<file path="config.mk">
export PLATFORM = sky130hd
export DESIGN_NAME = multicycle_control_flat
export DESIGN_NICKNAME = d
export VERILOG_FILES = /design/src/rtl/mc_ctrl_pkg.sv /design/src/rtl/multicycle_control_if.sv /design/src/rtl/multicycle_control.sv /design/src/flat_wrapper.sv
export SDC_FILE = /design/constraint.sdc
export NUM_CORES = 1
export LEC_CHECK = 0
export BUFFER_PORTS_ARGS = -buffer_cell sky130_fd_sc_hd__buf_2
export CAP_MARGIN = 10
export CORE_MARGIN = 2
export CORE_UTILIZATION = 25
export CTS_BUF_LIST = sky130_fd_sc_hd__clkbuf_8
export DETAILED_ROUTE_END_ITERATION = 10
export GPL_TIMING_DRIVEN = 1
export SLEW_MARGIN = 20
export SYNTH_ARGS = -nofsm -noshare
export SYNTH_HDL_FRONTEND = slang
export SYNTH_SLANG_ARGS = --single-unit
</file>
<file path="constraint.sdc">
create_clock -name clk -period 2.75 [get_ports clk]
set_input_delay 0.1375 -clock clk [delete_from_list [all_inputs] [get_ports clk]]
set_output_delay 0.1375 -clock clk [all_outputs]
set_load 0.01 [all_outputs]
</file>
<file path="src/rtl/mc_ctrl_pkg.sv">
// Shared definitions for the multi-cycle MIPS controller: opcodes, state
// encoding and the datapath select encodings.
package mc_ctrl_pkg;

  localparam logic [5:0] OP_RTYPE = 6'b000000;
  localparam logic [5:0] OP_LW    = 6'b100011;
  localparam logic [5:0] OP_SW    = 6'b101011;
  localparam logic [5:0] OP_BEQ   = 6'b000100;
  localparam logic [5:0] OP_ORI   = 6'b001101;
  localparam logic [5:0] OP_JRSAL = 6'b010001;
  localparam logic [5:0] OP_BALN  = 6'b011001;

  typedef enum logic [3:0] {
    S_FETCH   = 4'd0,
    S_DECODE  = 4'd1,
    S_MEMADDR = 4'd2,
    S_MEMRD   = 4'd3,
    S_MEMWB   = 4'd4,
    S_MEMWR   = 4'd5,
    S_EXEC    = 4'd6,
    S_RWB     = 4'd7,
    S_BEQ     = 4'd8,
    S_ORIEX   = 4'd9,
    S_ORIWB   = 4'd10,
    S_JRSAL   = 4'd11,
    S_BALN    = 4'd12
  } state_t;

  typedef enum logic [1:0] {
    SRCB_B       = 2'b00,
    SRCB_FOUR    = 2'b01,
    SRCB_IMM     = 2'b10,
    SRCB_IMM_SL2 = 2'b11
  } alu_src_b_t;

  typedef enum logic [1:0] {
    ALUOP_ADD   = 2'b00,
    ALUOP_SUB   = 2'b01,
    ALUOP_FUNCT = 2'b10,
    ALUOP_OR    = 2'b11
  } alu_op_t;

  typedef enum logic [1:0] {
    PCSRC_ALU    = 2'b00,
    PCSRC_ALUOUT = 2'b01,
    PCSRC_RS     = 2'b10
  } pc_source_t;

  typedef enum logic [1:0] {
    RDST_RT = 2'b00,
    RDST_RD = 2'b01,
    RDST_RA = 2'b10
  } reg_dst_t;

  typedef enum logic [1:0] {
    M2R_ALUOUT = 2'b00,
    M2R_MDR    = 2'b01,
    M2R_PC     = 2'b10
  } mem_to_reg_t;

endpackage

</file>
<file path="src/rtl/multicycle_control_if.sv">
// Controller <-> datapath bundle: opcode/status inputs and control strobes.
interface multicycle_control_if;
  logic [5:0] opcode;
  logic       nsignal;
  logic       mem_ready;
  logic       pc_write;
  logic       pc_write_cond;
  logic       iord;
  logic       mem_read;
  logic       mem_write;
  logic       ir_write;
  logic       reg_write;
  logic       alu_src_a;
  logic [1:0] alu_src_b;
  logic [1:0] alu_op;
  logic [1:0] pc_source;
  logic [1:0] reg_dst;
  logic [1:0] mem_to_reg;
  logic       nsignal_q;
  logic       illegal;
  logic       mem_timeout;
  logic [3:0] state_o;

  modport master (
    input  opcode, nsignal, mem_ready,
    output pc_write, pc_write_cond, iord, mem_read, mem_write, ir_write,
           reg_write, alu_src_a, alu_src_b, alu_op, pc_source, reg_dst,
           mem_to_reg, nsignal_q, illegal, mem_timeout, state_o
  );

  modport slave (
    output opcode, nsignal, mem_ready,
    input  pc_write, pc_write_cond, iord, mem_read, mem_write, ir_write,
           reg_write, alu_src_a, alu_src_b, alu_op, pc_source, reg_dst,
           mem_to_reg, nsignal_q, illegal, mem_timeout, state_o
  );
endinterface

</file>
<file path="src/rtl/multicycle_control.sv">
// Multi-cycle MIPS main controller: sequences each instruction over 3-5
// states, waits on memory with a bounded timeout and owns the N flag.
module multicycle_control
  import mc_ctrl_pkg::*;
#(
  parameter int unsigned MEM_HANDSHAKE = 1,
  parameter int unsigned WAIT_LIMIT    = 16,
  parameter int unsigned WAIT_W        = $clog2(WAIT_LIMIT + 1)
) (
  input logic               clk,
  input logic               rst_n,
  multicycle_control_if.master bus
);

  localparam logic [WAIT_W-1:0] WAIT_LAST = WAIT_W'(WAIT_LIMIT - 1);

  state_t            r_state;
  state_t            w_next;
  logic [WAIT_W-1:0] r_wait_cnt;
  logic [WAIT_W-1:0] w_wait_next;
  logic              r_nsignal;

  logic        w_ready;
  logic        w_mem_state;
  logic        w_timeout;
  logic        w_pc_write;
  logic        w_pc_write_cond;
  logic        w_iord;
  logic        w_mem_read;
  logic        w_mem_write;
  logic        w_ir_write;
  logic        w_reg_write;
  logic        w_alu_src_a;
  alu_src_b_t  w_alu_src_b;
  alu_op_t     w_alu_op;
  pc_source_t  w_pc_source;
  reg_dst_t    w_reg_dst;
  mem_to_reg_t w_mem_to_reg;
  logic        w_illegal;

  assign w_ready     = (MEM_HANDSHAKE == 0) ? 1'b1 : bus.mem_ready;
  assign w_mem_state = (r_state == S_FETCH) || (r_state == S_MEMRD) ||
                       (r_state == S_MEMWR);
  // Ready takes priority: a timeout only fires on a cycle that is still waiting.
  assign w_timeout   = w_mem_state && !w_ready && (r_wait_cnt == WAIT_LAST);
  // Any exit (including a FETCH retry) restarts the count from zero.
  assign w_wait_next = (w_mem_state && !w_ready && !w_timeout) ?
                       r_wait_cnt + 1'b1 : '0;

  always_ff @(posedge clk or negedge rst_n) begin
    if (!rst_n) begin
      r_state    <= S_FETCH;
      r_wait_cnt <= '0;
      r_nsignal  <= 1'b0;
    end else begin
      r_state    <= w_next;
      r_wait_cnt <= w_wait_next;
      if ((r_state == S_EXEC) || (r_state == S_ORIEX))
        r_nsignal <= bus.nsignal;
    end
  end

  always_comb begin
    w_next          = r_state;
    w_pc_write      = 1'b0;
    w_pc_write_cond = 1'b0;
    w_iord          = 1'b0;
    w_mem_read      = 1'b0;
    w_mem_write     = 1'b0;
    w_ir_write      = 1'b0;
    w_reg_write     = 1'b0;
    w_alu_src_a     = 1'b0;
    w_alu_src_b     = SRCB_B;
    w_alu_op        = ALUOP_ADD;
    w_pc_source     = PCSRC_ALU;
    w_reg_dst       = RDST_RT;
    w_mem_to_reg    = M2R_ALUOUT;
    w_illegal       = 1'b0;
    case (r_state)
      S_FETCH: begin
        w_mem_read  = 1'b1;
        w_alu_src_b = SRCB_FOUR;
        if (w_ready) begin
          w_ir_write = 1'b1;
          w_pc_write = 1'b1;
          w_next     = S_DECODE;
        end
      end
      S_DECODE: begin
        w_alu_src_b = SRCB_IMM_SL2;
        case (bus.opcode)
          OP_LW, OP_SW: w_next = S_MEMADDR;
          OP_RTYPE:     w_next = S_EXEC;
          OP_BEQ:       w_next = S_BEQ;
          OP_ORI:       w_next = S_ORIEX;
          OP_JRSAL:     w_next = S_JRSAL;
          OP_BALN:      w_next = S_BALN;
          default: begin
            w_illegal = 1'b1;
            w_next    = S_FETCH;
          end
        endcase
      end
      S_MEMADDR: begin
        w_alu_src_a = 1'b1;
        w_alu_src_b = SRCB_IMM;
        w_next      = (bus.opcode == OP_SW) ? S_MEMWR : S_MEMRD;
      end
      S_MEMRD: begin
        w_mem_read = 1'b1;
        w_iord     = 1'b1;
        if (w_ready)        w_next = S_MEMWB;
        else if (w_timeout) w_next = S_FETCH;
      end
      S_MEMWB: begin
        w_reg_write  = 1'b1;
        w_mem_to_reg = M2R_MDR;
        w_next       = S_FETCH;
      end
      S_MEMWR: begin
        w_mem_write = 1'b1;
        w_iord      = 1'b1;
        if (w_ready || w_timeout) w_next = S_FETCH;
      end
      S_EXEC: begin
        w_alu_src_a = 1'b1;
        w_alu_op    = ALUOP_FUNCT;
        w_next      = S_RWB;
      end
      S_RWB: begin
        w_reg_write = 1'b1;
        w_reg_dst   = RDST_RD;
        w_next      = S_FETCH;
      end
      S_BEQ: begin
        w_alu_src_a     = 1'b1;
        w_alu_op        = ALUOP_SUB;
        w_pc_write_cond = 1'b1;
        w_pc_source     = PCSRC_ALUOUT;
        w_next          = S_FETCH;
      end
      S_ORIEX: begin
        w_alu_src_a = 1'b1;
        w_alu_src_b = SRCB_IMM;
        w_alu_op    = ALUOP_OR;
        w_next      = S_ORIWB;
      end
      S_ORIWB: begin
        w_reg_write = 1'b1;
        w_next      = S_FETCH;
      end
      S_JRSAL: begin
        w_pc_write   = 1'b1;
        w_pc_source  = PCSRC_RS;
        w_reg_write  = 1'b1;
        w_reg_dst    = RDST_RA;
        w_mem_to_reg = M2R_PC;
        w_next       = S_FETCH;
      end
      S_BALN: begin
        w_pc_write   = r_nsignal;
        w_reg_write  = r_nsignal;
        w_pc_source  = PCSRC_ALUOUT;
        w_reg_dst    = RDST_RA;
        w_mem_to_reg = M2R_PC;
        w_next       = S_FETCH;
      end
      default: w_next = S_FETCH;
    endcase
  end

  // Write strobes and pulses are held low for the whole reset assertion.
  assign bus.pc_write      = rst_n & w_pc_write;
  assign bus.pc_write_cond = rst_n & w_pc_write_cond;
  assign bus.mem_write     = rst_n & w_mem_write;
  assign bus.ir_write      = rst_n & w_ir_write;
  assign bus.reg_write     = rst_n & w_reg_write;
  assign bus.illegal       = rst_n & w_illegal;
  assign bus.mem_timeout   = rst_n & w_timeout;
  assign bus.iord          = w_iord;
  assign bus.mem_read      = w_mem_read;
  assign bus.alu_src_a     = w_alu_src_a;
  assign bus.alu_src_b     = w_alu_src_b;
  assign bus.alu_op        = w_alu_op;
  assign bus.pc_source     = w_pc_source;
  assign bus.reg_dst       = w_reg_dst;
  assign bus.mem_to_reg    = w_mem_to_reg;
  assign bus.nsignal_q     = r_nsignal;
  assign bus.state_o       = r_state;

endmodule
</file>
<file path="src/flat_wrapper.sv">
// flat-port wrapper written by rule: the top's interface ports become plain ports
module multicycle_control_flat import mc_ctrl_pkg::*;
#(
  parameter int unsigned MEM_HANDSHAKE = 1,
  parameter int unsigned WAIT_LIMIT    = 16,
  parameter int unsigned WAIT_W        = $clog2(WAIT_LIMIT + 1)
)
  (clk, rst_n, bus_opcode, bus_nsignal, bus_mem_ready, bus_pc_write, bus_pc_write_cond, bus_iord, bus_mem_read, bus_mem_write, bus_ir_write, bus_reg_write, bus_alu_src_a, bus_alu_src_b, bus_alu_op, bus_pc_source, bus_reg_dst, bus_mem_to_reg, bus_nsignal_q, bus_illegal, bus_mem_timeout, bus_state_o);
  multicycle_control_if bus_i ();
  input logic clk;
  input logic rst_n;
  input wire logic [$bits(bus_i.opcode)-1:0] bus_opcode;
  input wire logic [$bits(bus_i.nsignal)-1:0] bus_nsignal;
  input wire logic [$bits(bus_i.mem_ready)-1:0] bus_mem_ready;
  output wire logic [$bits(bus_i.pc_write)-1:0] bus_pc_write;
  output wire logic [$bits(bus_i.pc_write_cond)-1:0] bus_pc_write_cond;
  output wire logic [$bits(bus_i.iord)-1:0] bus_iord;
  output wire logic [$bits(bus_i.mem_read)-1:0] bus_mem_read;
  output wire logic [$bits(bus_i.mem_write)-1:0] bus_mem_write;
  output wire logic [$bits(bus_i.ir_write)-1:0] bus_ir_write;
  output wire logic [$bits(bus_i.reg_write)-1:0] bus_reg_write;
  output wire logic [$bits(bus_i.alu_src_a)-1:0] bus_alu_src_a;
  output wire logic [$bits(bus_i.alu_src_b)-1:0] bus_alu_src_b;
  output wire logic [$bits(bus_i.alu_op)-1:0] bus_alu_op;
  output wire logic [$bits(bus_i.pc_source)-1:0] bus_pc_source;
  output wire logic [$bits(bus_i.reg_dst)-1:0] bus_reg_dst;
  output wire logic [$bits(bus_i.mem_to_reg)-1:0] bus_mem_to_reg;
  output wire logic [$bits(bus_i.nsignal_q)-1:0] bus_nsignal_q;
  output wire logic [$bits(bus_i.illegal)-1:0] bus_illegal;
  output wire logic [$bits(bus_i.mem_timeout)-1:0] bus_mem_timeout;
  output wire logic [$bits(bus_i.state_o)-1:0] bus_state_o;
  assign bus_i.opcode = bus_opcode;
  assign bus_i.nsignal = bus_nsignal;
  assign bus_i.mem_ready = bus_mem_ready;
  assign bus_pc_write = bus_i.pc_write;
  assign bus_pc_write_cond = bus_i.pc_write_cond;
  assign bus_iord = bus_i.iord;
  assign bus_mem_read = bus_i.mem_read;
  assign bus_mem_write = bus_i.mem_write;
  assign bus_ir_write = bus_i.ir_write;
  assign bus_reg_write = bus_i.reg_write;
  assign bus_alu_src_a = bus_i.alu_src_a;
  assign bus_alu_src_b = bus_i.alu_src_b;
  assign bus_alu_op = bus_i.alu_op;
  assign bus_pc_source = bus_i.pc_source;
  assign bus_reg_dst = bus_i.reg_dst;
  assign bus_mem_to_reg = bus_i.mem_to_reg;
  assign bus_nsignal_q = bus_i.nsignal_q;
  assign bus_illegal = bus_i.illegal;
  assign bus_mem_timeout = bus_i.mem_timeout;
  assign bus_state_o = bus_i.state_o;
  multicycle_control #(.MEM_HANDSHAKE(MEM_HANDSHAKE), .WAIT_LIMIT(WAIT_LIMIT), .WAIT_W(WAIT_W)) u_core (.clk(clk), .rst_n(rst_n), .bus(bus_i));
endmodule
</file>
Word level (Yosys, flattened, before mapping)
Index checks and enable logic that the tools add are counted.
{"block": "totals", "in_bits": 10, "elab_cells": 78, "output_inout_bits": 25, "reg_bits": 10}
{"block": "classes", "eq_ne": 22, "n_mux": 24, "n_reduce_logical": 21, "bitwise_logic": 7, "n_addsub": 1}
{"cell": "$pmux W4 S7", "count": 1}
{"cell": "$pmux W4 S6", "count": 1}
{"cell": "$eq A4 B4 Y1 const B", "count": 5}
{"cell": "$eq A4 B3 Y1 const B", "count": 4}
{"cell": "$mux W4", "count": 4}
{"cell": "$eq A6 B5 Y1 const B", "count": 2}
{"cell": "$eq A6 B6 Y1 const B", "count": 2}
{"cell": "$pmux W2 S2", "count": 3}
{"cell": "$pmux W2 S3", "count": 2}
{"cell": "$reduce_or A2 Y1", "count": 6}
{"cell": "$mux W1", "count": 9}
{"cell": "$eq A4 B2 Y1 const B", "count": 2}
{"cell": "$reduce_or A4 Y1", "count": 2}
{"cell": "$and A1 B1 Y1", "count": 7}
{"cell": "$reduce_or A7 Y1", "count": 1}
{"cell": "$eq A6 B3 Y1 const B", "count": 1}
{"cell": "$eq A6 B4 Y1 const B", "count": 1}
{"cell": "$logic_not A6 Y1", "count": 1}
{"cell": "$add A5 B1 Y5 const B", "count": 1}
{"cell": "$eq A5 B4 Y1 const B", "count": 1}
{"cell": "$mux W5", "count": 1}
{"cell": "$eq A4 B1 Y1 const B", "count": 1}
{"cell": "$logic_not A4 Y1", "count": 1}
{"cell": "$logic_or A1 B1 Y1", "count": 4}
{"cell": "8 further kinds", "count": 12}

Depth between registers and ports, before layout
Gate-level depths: netlist of the first run.
{"block": "logic_depth", "ltp_word": 8, "depth_mapped": 7, "mapped_depth_nobuf": 7}

Worst setup path after synthesis of the first run
Ideal clock, no wire load.
{"block": "synth_path", "path_kind": "reg2reg", "start": "reg u_core.r_wait_cnt[0]", "end": "reg u_core.r_state[0], in the netlist u_core.bus.state_o[0]", "setup_slack_ps": 763, "t_arrival_ps": 1865, "period_less_slack_ps": 1987, "setup_ps": 122, "n_path_buf": 0, "path_stages_with_launch": 7, "required_time_ps": 2628, "path_cell_list": "dfrtp_1 > ha_1 > and3_1 > ha_1 > or4b_1 > o22a_1 > a32o_1"}
{"block": "synth_via", "elab_chain_len": 5, "elab_cells_between_ends": 6, "cone_classes": "eq/ne (3); reduce/logical (3)"}
{"item": "start, declared", "line_no": "multicycle_control.sv:19", "rtl": "logic [WAIT_W-1:0] r_wait_cnt;"}
{"item": "start signal, assigned", "line_no": "multicycle_control.sv:57", "rtl": "r_wait_cnt <= w_wait_next;"}
{"item": "$eq A5 B4 Y1 (*)", "line_no": "multicycle_control.sv:45", "rtl": "assign w_timeout = w_mem_state && !w_ready && (r_wait_cnt == WAIT_LAST);"}
{"item": "$logic_and A1 B1 Y1 (*)", "line_no": "multicycle_control.sv:45"}
{"item": "$logic_or A1 B1 Y1", "line_no": "multicycle_control.sv:123", "rtl": "if (w_ready || w_timeout) w_next = S_FETCH;"}
{"item": "$ne A2 B2 Y1 (no line)"}
{"item": "$reduce_and A3 Y1 (no line) (*)"}
{"item": "end signal, assigned", "line_no": "multicycle_control.sv:56", "rtl": "r_state <= w_next;"}
{"item": "end, declared", "line_no": "multicycle_control.sv:17", "rtl": "state_t r_state;"}
Mark *: on every way between the ends. The rest lies on a longest branch, timed or not.
A chain may end at the register's enable or synchronous reset.

Worst setup path in the final report of the first run
{"block": "layout_path", "start": "reg u_core.r_state[1], in the netlist u_core.bus.state_o[1]", "end": "out bus_mem_timeout"}
{"block": "layout_via", "elab_chain_len": 6, "elab_cells_between_ends": 8, "cone_classes": "eq/ne (2); bitwise (1); reduce/logical (5)"}
{"item": "$eq A4 B2 Y1 / $logic_not A4 Y1 (equally long branches)", "line_no": "multicycle_control.sv:42", "rtl": "assign w_mem_state = (r_state == S_FETCH) || (r_state == S_MEMRD) ||"}
{"item": "$logic_or A1 B1 Y1", "line_no": "multicycle_control.sv:42"}
{"item": "$logic_or A1 B1 Y1 (*)", "line_no": "multicycle_control.sv:42"}
{"item": "$logic_and A1 B1 Y1 (*) (2 in a row)", "line_no": "multicycle_control.sv:45"}
{"item": "$and A1 B1 Y1 (*)", "line_no": "multicycle_control.sv:179", "rtl": "assign bus.mem_timeout = rst_n & w_timeout;"}
{"item": "end, declared", "line_no": "flat_wrapper.sv:30", "rtl": "output wire logic [$bits(bus_i.mem_timeout)-1:0] bus_mem_timeout;"}
Marked as above.

==> results of run 1 <==
-- per-stage QoR --
step | total power [uW] | std cells | instance area [sq um] | setup WS [ns]
after floorplan | 693 | 122 | 923 | 0.763
after global placement | 869 | 195 | 1110 | 0.721
after detailed placement | 862 | 195 | 1110 | 0.697
after CTS | 1050 | 200 | 1180 | 0.547
after global routing | 1130 | 200 | 1180 | 0.451
final | 1040 | 200 | 1180 | 0.575
-- area by class of cell --
type                       count  area share
clock buffer                   4      0.0468
multi-input combinational     98       0.520
timing repair buffer          35       0.153
sequential                    10       0.213
inverter                       5      0.0160
tap                           48      0.0511
-- routing by layer --
metal  vias to the layer above  share of wire
met5                         -              0
met4                         0         0.0050
met3                         2          0.071
met2                        18           0.49
met1                       463           0.43
li1                        505              -
-- logic make-up (layout without fill, tap and decap cells) --
kind of cell,count (synthesis),count (layout)
xor+xnor,6,6
compound gates,24,24
simple gates,64,64
flops,10,10
buf+inv,14,44
fa+ha+maj,2,2
mux,2,2
-- synth_stat cells (all sizes together), types with 2 or more instances --
cell / instances
a21oi: 4
buf: 4
clkbuf: 5
dfrtp: 10
ha: 2
inv: 5
mux2: 2
nand2: 7
nand2b: 6
nand3: 6
nor2: 18
nor2b: 2
nor3: 6
nor3b: 2
nor4: 4
nor4b: 2
o21a: 3
o21ai: 5
or3: 2
or4: 3
xnor2: 2
xor2: 4
-- registers in the layout (all words and copies together), names as in the netlist --
signal / cells
u_core.r_wait_cnt: 5
u_core.bus.state_o: 4
u_core.bus.nsignal_q: 1
-- worst max-delay path by stage --
stage                                                  from                                 to  slack (ns)
after floorplan              u_core.r_wait_cnt[0]$_DFF_PN0_  u_core.bus.state_o[0]$_DFFE_PN0P_        0.76
after global placement       u_core.r_wait_cnt[0]$_DFF_PN0_  u_core.bus.state_o[0]$_DFFE_PN0P_        0.72
after detailed placement     u_core.r_wait_cnt[0]$_DFF_PN0_  u_core.bus.state_o[0]$_DFFE_PN0P_        0.70
after CTS                 u_core.bus.state_o[1]$_DFFE_PN0P_                        bus_illegal        0.55
after global routing      u_core.bus.state_o[1]$_DFFE_PN0P_                        bus_illegal        0.45
final                     u_core.bus.state_o[1]$_DFFE_PN0P_                    bus_mem_timeout        0.58
-- worst reg2reg max path, cell delays in order, from the launching register on --
cell and delay (ns):
dfrtp_1 0.39, ha_1 0.22, and3_1 0.15, ha_1 0.21
or4b_1 0.47, o22a_1 0.25, a32o_1 0.27
-- power by group through the flow --
| stage | registers, uW | clock network (uW) | logic (uW) |
|---|---|---|---|
| finish | 311 | 179 | 549 |
| global route | 326 | 197 | 610 |
| CTS | 309 | 187 | 555 |
| detailed placement | 311 | 0 | 551 |
| global placement | 313 | 0 | 556 |
| floorplan | 237 | 0 | 456 |
==> results.sh, run 1 <==
export IMPL_dr_pass1_iters=4
export IMPL_postSynth_asyncResetShare=1.00
export IMPL_syn_to_final_growth_pct=27.4
export IMPL_critPathTopFamily="simple AND/OR/NAND/NOR gates"
export IMPL_cts_setup_buffers=0
export IMPL_track_usage=0.115
export IMPL_synthMuxAreaShare=0.0244
export IMPL_clockPowerShare=0.172
export IMPL_finalSetupViolCount=0
export IMPL_period_share=0.791
export IMPL_worstSetupPathType="flop to primary output"
export IMPL_leakagePower_uw=0.000545
export IMPL_antenna_found_initial=0
export IMPL_combPwrFrac=0.529
export IMPL_portBuffers=34
export IMPL_gr_usage_met3=0.0486
export IMPL_holdPathStages=2
export IMPL_startpoint_type="flop"
export IMPL_synth_compound_area_share=0.178
export IMPL_min_period_ns=2.17
export IMPL_via_per_inst=4.94
export IMPL_grt_setup_unrepaired="false"
export IMPL_top_usage_layer="met2"
export IMPL_fin_skew_ns=0.00223
export IMPL_place_gp_congestion=0.860
export IMPL_clock_fmax_mhz=460
export IMPL_cap_violations=0
export IMPL_use_met1=0.141
export IMPL_numCtsBuffers=3
export IMPL_register_area_sq_um=250
export IMPL_synthCells=122
export IMPL_detail_route_antenna_nets=0
export IMPL_r2r_start="u_core.r_wait_cnt[0]$_DFF_PN0_"
export IMPL_slowest_stage="dfrtp_1"
export IMPL_min_delay_start="bus_nsignal"
export IMPL_status="finished, final reports clean"
export IMPL_cts_tree="yes"
export IMPL_yosysWarningCount=0
export IMPL_grt_pass1_vias=868
export IMPL_crit_chain="nand2b_1 > mux2_2 > nor4_1 > buf_2"
export IMPL_multi_input_area_sq_um=612
export IMPL_p_int_uw=567
export IMPL_switchingPower_uw=473
export IMPL_dp_hpwl_mm=1.78
export IMPL_htree_levels=1
export IMPL_pin_count=35
export IMPL_synth_edf_count=0
export IMPL_hold_viol_final=0
export IMPL_drc=0
export IMPL_tns_ns=0
export IMPL_nFillCells=404
export IMPL_synth_xor_xnor_area_share=0.0569
export IMPL_final_common_cell="buf_2"
export IMPL_start_util=0.256
export IMPL_synth_top_cell_area_share=0.271
export IMPL_rr_endpoint="u_core.bus.state_o[0]$_DFFE_PN0P_"
export IMPL_overflow=0
export IMPL_ff2ff_setup_slack_ns=0.68
export IMPL_ys_seq_area_frac=0.271
export IMPL_p_sw_frac=0.455
export IMPL_whs_ns=0.139
export IMPL_clock_root_buffer="clkbuf_8"
export IMPL_vias=988
export IMPL_ys_ff_latch=10
export IMPL_final_core_util=0.326
export IMPL_die_y_um=64.8
export IMPL_grt_util_met2=0.188
export IMPL_arrival_ns=2.04
export IMPL_wl_per_cell_um=11.9
export IMPL_drt_initial_drc_count=21
export IMPL_syn_avg_cell_area_sq_um=7.57
export IMPL_r2r_cells=6
export IMPL_rows=22
export IMPL_clk_latency_ns=0.23
export IMPL_synth_fp_nets=134
export IMPL_postRouteWirelength_mm=2.38
export IMPL_ir_drop_mv=0.287
export IMPL_crit_path_end_kind="primary output"
export IMPL_cts_sinks=10
export IMPL_grt_pass1_wl_mm=3.84
export IMPL_hold_buffers=1
export IMPL_clockBufferDepth=2
export IMPL_cp_depth=4
export IMPL_die_area_sq_um=4200
export IMPL_power_density_nw_per_um2=884
export IMPL_critPathMaxFanout=21
export IMPL_fin_nets=165
export IMPL_synth_top_family_by_area="simple AND/OR/NAND/NOR gates"
export IMPL_synth_area_top_cells="dfrtp_1 27%, nor2_1 7.3%, nand2b_1 4.1%"
export IMPL_synth_adder_area_share=0.0271
export IMPL_seqPwrFrac=0.299
export IMPL_worst_hold_path_endpoint="u_core.bus.nsignal_q$_DFFE_PN0P_"
export IMPL_slowest_delay_ns=0.61
export IMPL_final_cell_mix="34 x buf_2, 18 x nor2_1, 10 x dfrtp_1"
export IMPL_yosysTopAreaCell="dfrtp_1"
export IMPL_ys_flop_type="dfrtp_1"
export IMPL_cp_required_ns=2.61
export IMPL_core_area_sq_um=3610
export IMPL_synthSimpleGateAreaFrac=0.377
export IMPL_max_slew_margin=0.532
export IMPL_final_max_slew_viol_count=0
export IMPL_drive_gt1_frac=0.276
export IMPL_synthDistinctLibCells=43
export IMPL_n_antenna_cell=0
export IMPL_cts_resized=0
export IMPL_worst_pin_slew_ns=0.702
export IMPL_synth_area_sq_um=923
export IMPL_min_path_type="input pin to flop"
export IMPL_path_buf_inv=1
export IMPL_grt_max_degree=26
export IMPL_die_w_um=64.8
export IMPL_path_clk_slew_ns=0.05
Note: power is estimated with default switching activity, not from simulation.
==> run 2, diff against run 1 <==
- clock period: 2.75 -> 2 ns (I/O delays scaled with it)
==> results.sh, run 2 (synthesis results as in run 1) <==
export IMPL_arrival_ns=2.08
export IMPL_final_core_util=0.361
export IMPL_overflow=0
export IMPL_via_per_inst=4.91
export IMPL_drt_initial_drc_count=27
export IMPL_clock_fmax_mhz=510
export IMPL_numCtsBuffers=3
export IMPL_dr_pass1_iters=4
export IMPL_syn_to_final_growth_pct=40.9
export IMPL_die_y_um=64.8
export IMPL_start_util=0.256
export IMPL_n_antenna_cell=0
export IMPL_vias=1046
export IMPL_min_path_type="input pin to flop"
export IMPL_core_area_sq_um=3610
export IMPL_clk_latency_ns=0.23
export IMPL_final_max_slew_viol_count=0
export IMPL_portBuffers=34
export IMPL_dp_cells=206
export IMPL_nFillCells=394
export IMPL_pin_count=35
export IMPL_whs_ns=0.0996
export IMPL_die_w_um=64.8
export IMPL_grt_setup_unrepaired="true"
export IMPL_cap_violations=0
export IMPL_cts_sinks=10
export IMPL_dp_hpwl_mm=2.00
export IMPL_period_share=0.981
export IMPL_path_buf_inv=0
export IMPL_startpoint_type="flop"
export IMPL_cts_tree="yes"
export IMPL_max_slew_margin=0.778
export IMPL_leakagePower_uw=0.000612
export IMPL_layoutNonFillerInstCount=213
export IMPL_min_period_ns=1.96
export IMPL_worst_pin_slew_ns=0.328
export IMPL_crit_chain="ha_2 > and3_4 > ha_4 > or4b_1 > o22a_1 > a32o_1"
export IMPL_final_cell_mix="34 x buf_2, 17 x nor2_1, 13 x buf_4"
export IMPL_fin_nets=178
export IMPL_final_common_cell="buf_2"
export IMPL_place_worst_setup_slack_ns=-0.000254
export IMPL_hold_viol_final=0
export IMPL_rows=22
export IMPL_largest_reg_flops=5
export IMPL_status="finished, final reports clean"
export IMPL_slowest_delay_ns=0.46
export IMPL_slowest_stage="or4b_1"
export IMPL_die_area_sq_um=4200
export IMPL_htree_levels=1
export IMPL_wl_met2_mm=1.28
export IMPL_critPathTopFamily="simple AND/OR/NAND/NOR gates"
export IMPL_ir_drop_mv=0.405
export IMPL_crit_path_end_kind="flop"
export IMPL_drc=0
export IMPL_grt_max_degree=15
export IMPL_regMostFlops="u_core.r_wait_cnt"
export IMPL_clock_root_buffer="clkbuf_8"
export IMPL_power_density_nw_per_um2=1200
export IMPL_topRoutingLayerUsed="met4"
export IMPL_path_clk_slew_ns=0.05
export IMPL_place_gp_congestion=0.820
export IMPL_drive_gt1_frac=0.364
export IMPL_detail_route_antenna_nets=0
export IMPL_fin_skew_ns=0.00651
export IMPL_grt_pass1_vias=1001
export IMPL_antenna_found_initial=0
export IMPL_grt_pass1_wl_mm=4.11
export IMPL_wl_met1_mm=1.16
export IMPL_fin_ws_ns=0.0384
export IMPL_postRouteWirelength_mm=2.59
export IMPL_wl_met3_um=105
export IMPL_cp_required_ns=2.12
export IMPL_wl_per_cell_um=12.2
export IMPL_worstSetupPathType="flop to flop"
export IMPL_clockBufferDepth=2
export IMPL_finalSetupViolCount=0
export IMPL_critPathMaxFanout=4
export IMPL_track_usage=0.123
-- run 2: cell types whose count changed in the layout (fill, tap and decap cells not counted), sizes merged --
cell  delta
buf     +13
-- run 2: path summary, 6_finish.rpt --
kind / slack, ns / depth (start not counted) / start / to
worst max-delay path: 0.04 / 6 / u_core.r_wait_cnt[1]$_DFF_PN0_ / u_core.bus.state_o[0]$_DFFE_PN0P_
worst max register to register: 0.04 / 6 / u_core.r_wait_cnt[1]$_DFF_PN0_ / u_core.bus.state_o[0]$_DFFE_PN0P_
max in group asynchronous: 1.51 / 3 / rst_n / u_core.bus.state_o[1]$_DFFE_PN0P_
min in group asynchronous: 0.33 / 3 / rst_n / u_core.r_wait_cnt[1]$_DFF_PN0_
worst min-delay path: 0.1 / 2 / bus_nsignal / u_core.bus.nsignal_q$_DFFE_PN0P_
worst min register to register: 0.55 / 2 / u_core.r_wait_cnt[3]$_DFF_PN0_ / u_core.r_wait_cnt[3]$_DFF_PN0_
-- run 2: worst register-to-register path: cells and delay by family, from the launching register on --
family / cells / cell delay (ns)
compound gates: 2 / 0.52
fa+ha+maj: 2 / 0.34
flops: 1 / 0.38
simple gates: 2 / 0.61
-- run 2: where the power goes --
group	leakage (uW)	switching [uW]	internal (uW)	total [uW]
logic	0.000449	515	444	959
clock network	0.0000288	74.3	173	247
registers	0.000134	95.3	256	351
-- run 2: metrics by stage --
stage               total power [uW]  setup TNS, ns  instance area (sq um)
floorplan                        953              0                    923
global placement                1280              0                   1190
detailed placement              1290      -0.000254                   1190
CTS                             1550              0                   1260
global route                    1700        -0.0147                   1300
finish                          1560              0                   1300
-- run 2: what timing repair did --
| action | in CTS | in global routing |
|---|---|---|
| hold endpoints to repair | 10 | 0 |
| setup buffers | 0 | 2 |
| pin swaps | 2 | 3 |
| gates resized for setup | 1 | 5 |
| hold buffers | 1 | 0 |
| setup endpoints to repair | 1 | 2 |
-- run 2: cell type report --
class / instances / area, sq um / area share
Sequential cell: 10 / 250 / 0.192
Inverter: 5 / 18.8 / 0.0144
Multi-Input combinational cell: 98 / 639 / 0.491
Clock buffer: 4 / 55.1 / 0.0423
Timing Repair Buffer: 48 / 278 / 0.213
Tap cell: 48 / 60.1 / 0.0462
-- run 2: metal layers --
layer | vias to the layer above | GRT usage
li1 | 524 | -
met1 | 499 | 0.145
met2 | 17 | 0.211
met3 | 6 | 0.0295
met4 | 0 | 0.0559
met5 | - | 0
==> run 3, diff against run 2 <==
- PLACE_DENSITY: unset -> 0.47
==> results.sh, run 3 (synthesis results as in run 1) <==
export IMPL_layoutNonFillerInstCount=213
export IMPL_drc=0
export IMPL_rr_endpoint="u_core.bus.state_o[0]$_DFFE_PN0P_"
export IMPL_min_delay_start="bus_nsignal"
export IMPL_n_antenna_cell=0
export IMPL_startpoint_type="flop"
export IMPL_pin_count=35
export IMPL_r2r_start="u_core.r_wait_cnt[0]$_DFF_PN0_"
export IMPL_arrival_ns=2.10
export IMPL_max_slew_margin=0.752
export IMPL_clock_root_buffer="clkbuf_8"
export IMPL_power_density_nw_per_um2=1230
export IMPL_cts_sinks=10
export IMPL_regMostFlops="u_core.r_wait_cnt"
export IMPL_period_share=0.990
export IMPL_syn_to_final_growth_pct=38.5
export IMPL_via_per_inst=5.00
export IMPL_dr_pass1_iters=4
export IMPL_critPathMaxFanout=4
export IMPL_dp_cells=207
export IMPL_vias=1064
export IMPL_holdPathStages=2
export IMPL_start_util=0.256
export IMPL_finalSetupViolCount=0
export IMPL_fin_skew_ns=0.00491
export IMPL_grt_max_degree=15
export IMPL_die_w_um=64.8
export IMPL_worst_pin_slew_ns=0.372
export IMPL_numCtsBuffers=3
export IMPL_cp_required_ns=2.12
export IMPL_grt_setup_unrepaired="true"
export IMPL_die_area_sq_um=4200
export IMPL_final_common_cell="buf_2"
export IMPL_fin_nets=178
export IMPL_overflow=0
export IMPL_hold_viol_final=0
export IMPL_min_period_ns=1.98
export IMPL_rows=22
export IMPL_worst_hold_path_endpoint="u_core.bus.nsignal_q$_DFFE_PN0P_"
export IMPL_die_y_um=64.8
export IMPL_wl_per_cell_um=12.6
export IMPL_ir_drop_mv=0.251
export IMPL_grt_pass1_vias=1030
export IMPL_final_core_util=0.355
export IMPL_clockBufferDepth=2
export IMPL_grt_pass1_wl_mm=4.48
export IMPL_cts_tree="yes"
export IMPL_place_gp_congestion=0.812
export IMPL_detail_route_antenna_nets=0
export IMPL_drive_gt1_frac=0.345
export IMPL_antenna_found_initial=0
export IMPL_largest_reg_flops=5
export IMPL_postRouteWirelength_mm=2.67
export IMPL_path_clk_slew_ns=0.05
export IMPL_track_usage=0.131
export IMPL_htree_levels=1
export IMPL_ff2ff_setup_slack_ns=0.02
export IMPL_final_max_slew_viol_count=0
export IMPL_r2r_cells=6
export IMPL_portBuffers=34
export IMPL_status="finished, final reports clean"
export IMPL_leakagePower_uw=0.000610
export IMPL_final_cell_mix="34 x buf_2, 17 x nor2_1, 13 x buf_4"
export IMPL_min_path_type="input pin to flop"
export IMPL_clock_fmax_mhz=505
export IMPL_core_area_sq_um=3610
export IMPL_clk_latency_ns=0.24
export IMPL_worstSetupPathType="flop to flop"
export IMPL_cap_violations=0
export IMPL_drt_initial_drc_count=37
export IMPL_crit_path_end_kind="flop"
export IMPL_dp_hpwl_mm=2.09
[run 3: changes by cell type in the layout (fill, tap and decap cells not counted)]
cell,change
and3_4,-1
nor3b_1,+1
nor3b_2,-1
ha_4,-1
ha_1,+1
and3_1,+1
[run 3: worst max-delay path by stage]
stage | slack (ns) | end | from | cells after the start
2_1_floorplan | 0.01 | u_core.bus.state_o[0]$_DFFE_PN0P_ | u_core.r_wait_cnt[0]$_DFF_PN0_ | 6
3_3_place_gp | 0.03 | u_core.bus.state_o[0]$_DFFE_PN0P_ | u_core.r_wait_cnt[0]$_DFF_PN0_ | 6
3_5_place_dp | 0.003 | u_core.bus.state_o[0]$_DFFE_PN0P_ | u_core.r_wait_cnt[0]$_DFF_PN0_ | 6
4_1_cts | 0.001 | u_core.bus.state_o[0]$_DFFE_PN0P_ | u_core.r_wait_cnt[0]$_DFF_PN0_ | 6
5_1_grt | -0.07 | u_core.bus.state_o[0]$_DFFE_PN0P_ | u_core.r_wait_cnt[0]$_DFF_PN0_ | 6
6_report | 0.02 | u_core.bus.state_o[0]$_DFFE_PN0P_ | u_core.r_wait_cnt[0]$_DFF_PN0_ | 6
[run 3: critical path: stages, from the launching register on]
cell	delay [ns]
dfrtp_1	0.39
ha_2	0.19
and3_1	0.15
ha_1	0.19
or4b_1	0.46
o22a_1	0.24
a32o_1	0.25
[run 3: timing repair]
item | in CTS | in global routing
setup endpoints to repair | 1 | 3
hold endpoints to repair | 10 | 0
pin swaps | 1 | 2
hold buffers | 1 | 0
buffers inserted | 0 | 1
gates resized for setup | 1 | 1
[run 3: routing by layer]
metal	part of all wire	up-vias	track usage
met5	0	-	0
met3	0.060	6	0.0226
met1	0.44	503	0.165
li1	-	523	-
met2	0.48	32	0.223
met4	0.016	0	0.0505
[run 3: layout make-up]
class	instances	area, sq um
clock buffers	4	55.1
flip-flops and latches	10	250
well taps	48	60.1
repair buffers	48	278
multi-input cells	98	617
fillers	423	2330
inverters	5	18.8
[run 3: metrics by stage]
stage | hold slack, ns | total power, uW | cell area (sq um) | setup slack [ns] | setup TNS [ns]
floorplan | -0.196 | 953 | 923 | 0.0135 | 0
global placement | 0.0502 | 1270 | 1200 | 0.0325 | 0
detailed placement | 0.0583 | 1300 | 1200 | 0.00300 | 0
CTS | 0.0986 | 1560 | 1270 | 0.00125 | 0
global route | 0.101 | 1690 | 1280 | -0.0743 | -0.0743
finish | 0.0973 | 1570 | 1280 | 0.0208 | 0
[run 3: power by group]
part	total (uW)	switching [uW]	leakage [uW]	internal [uW]
logic	975	524	0.000447	450
registers	341	85.0	0.000134	256
clock network	252	78.8	0.0000288	173
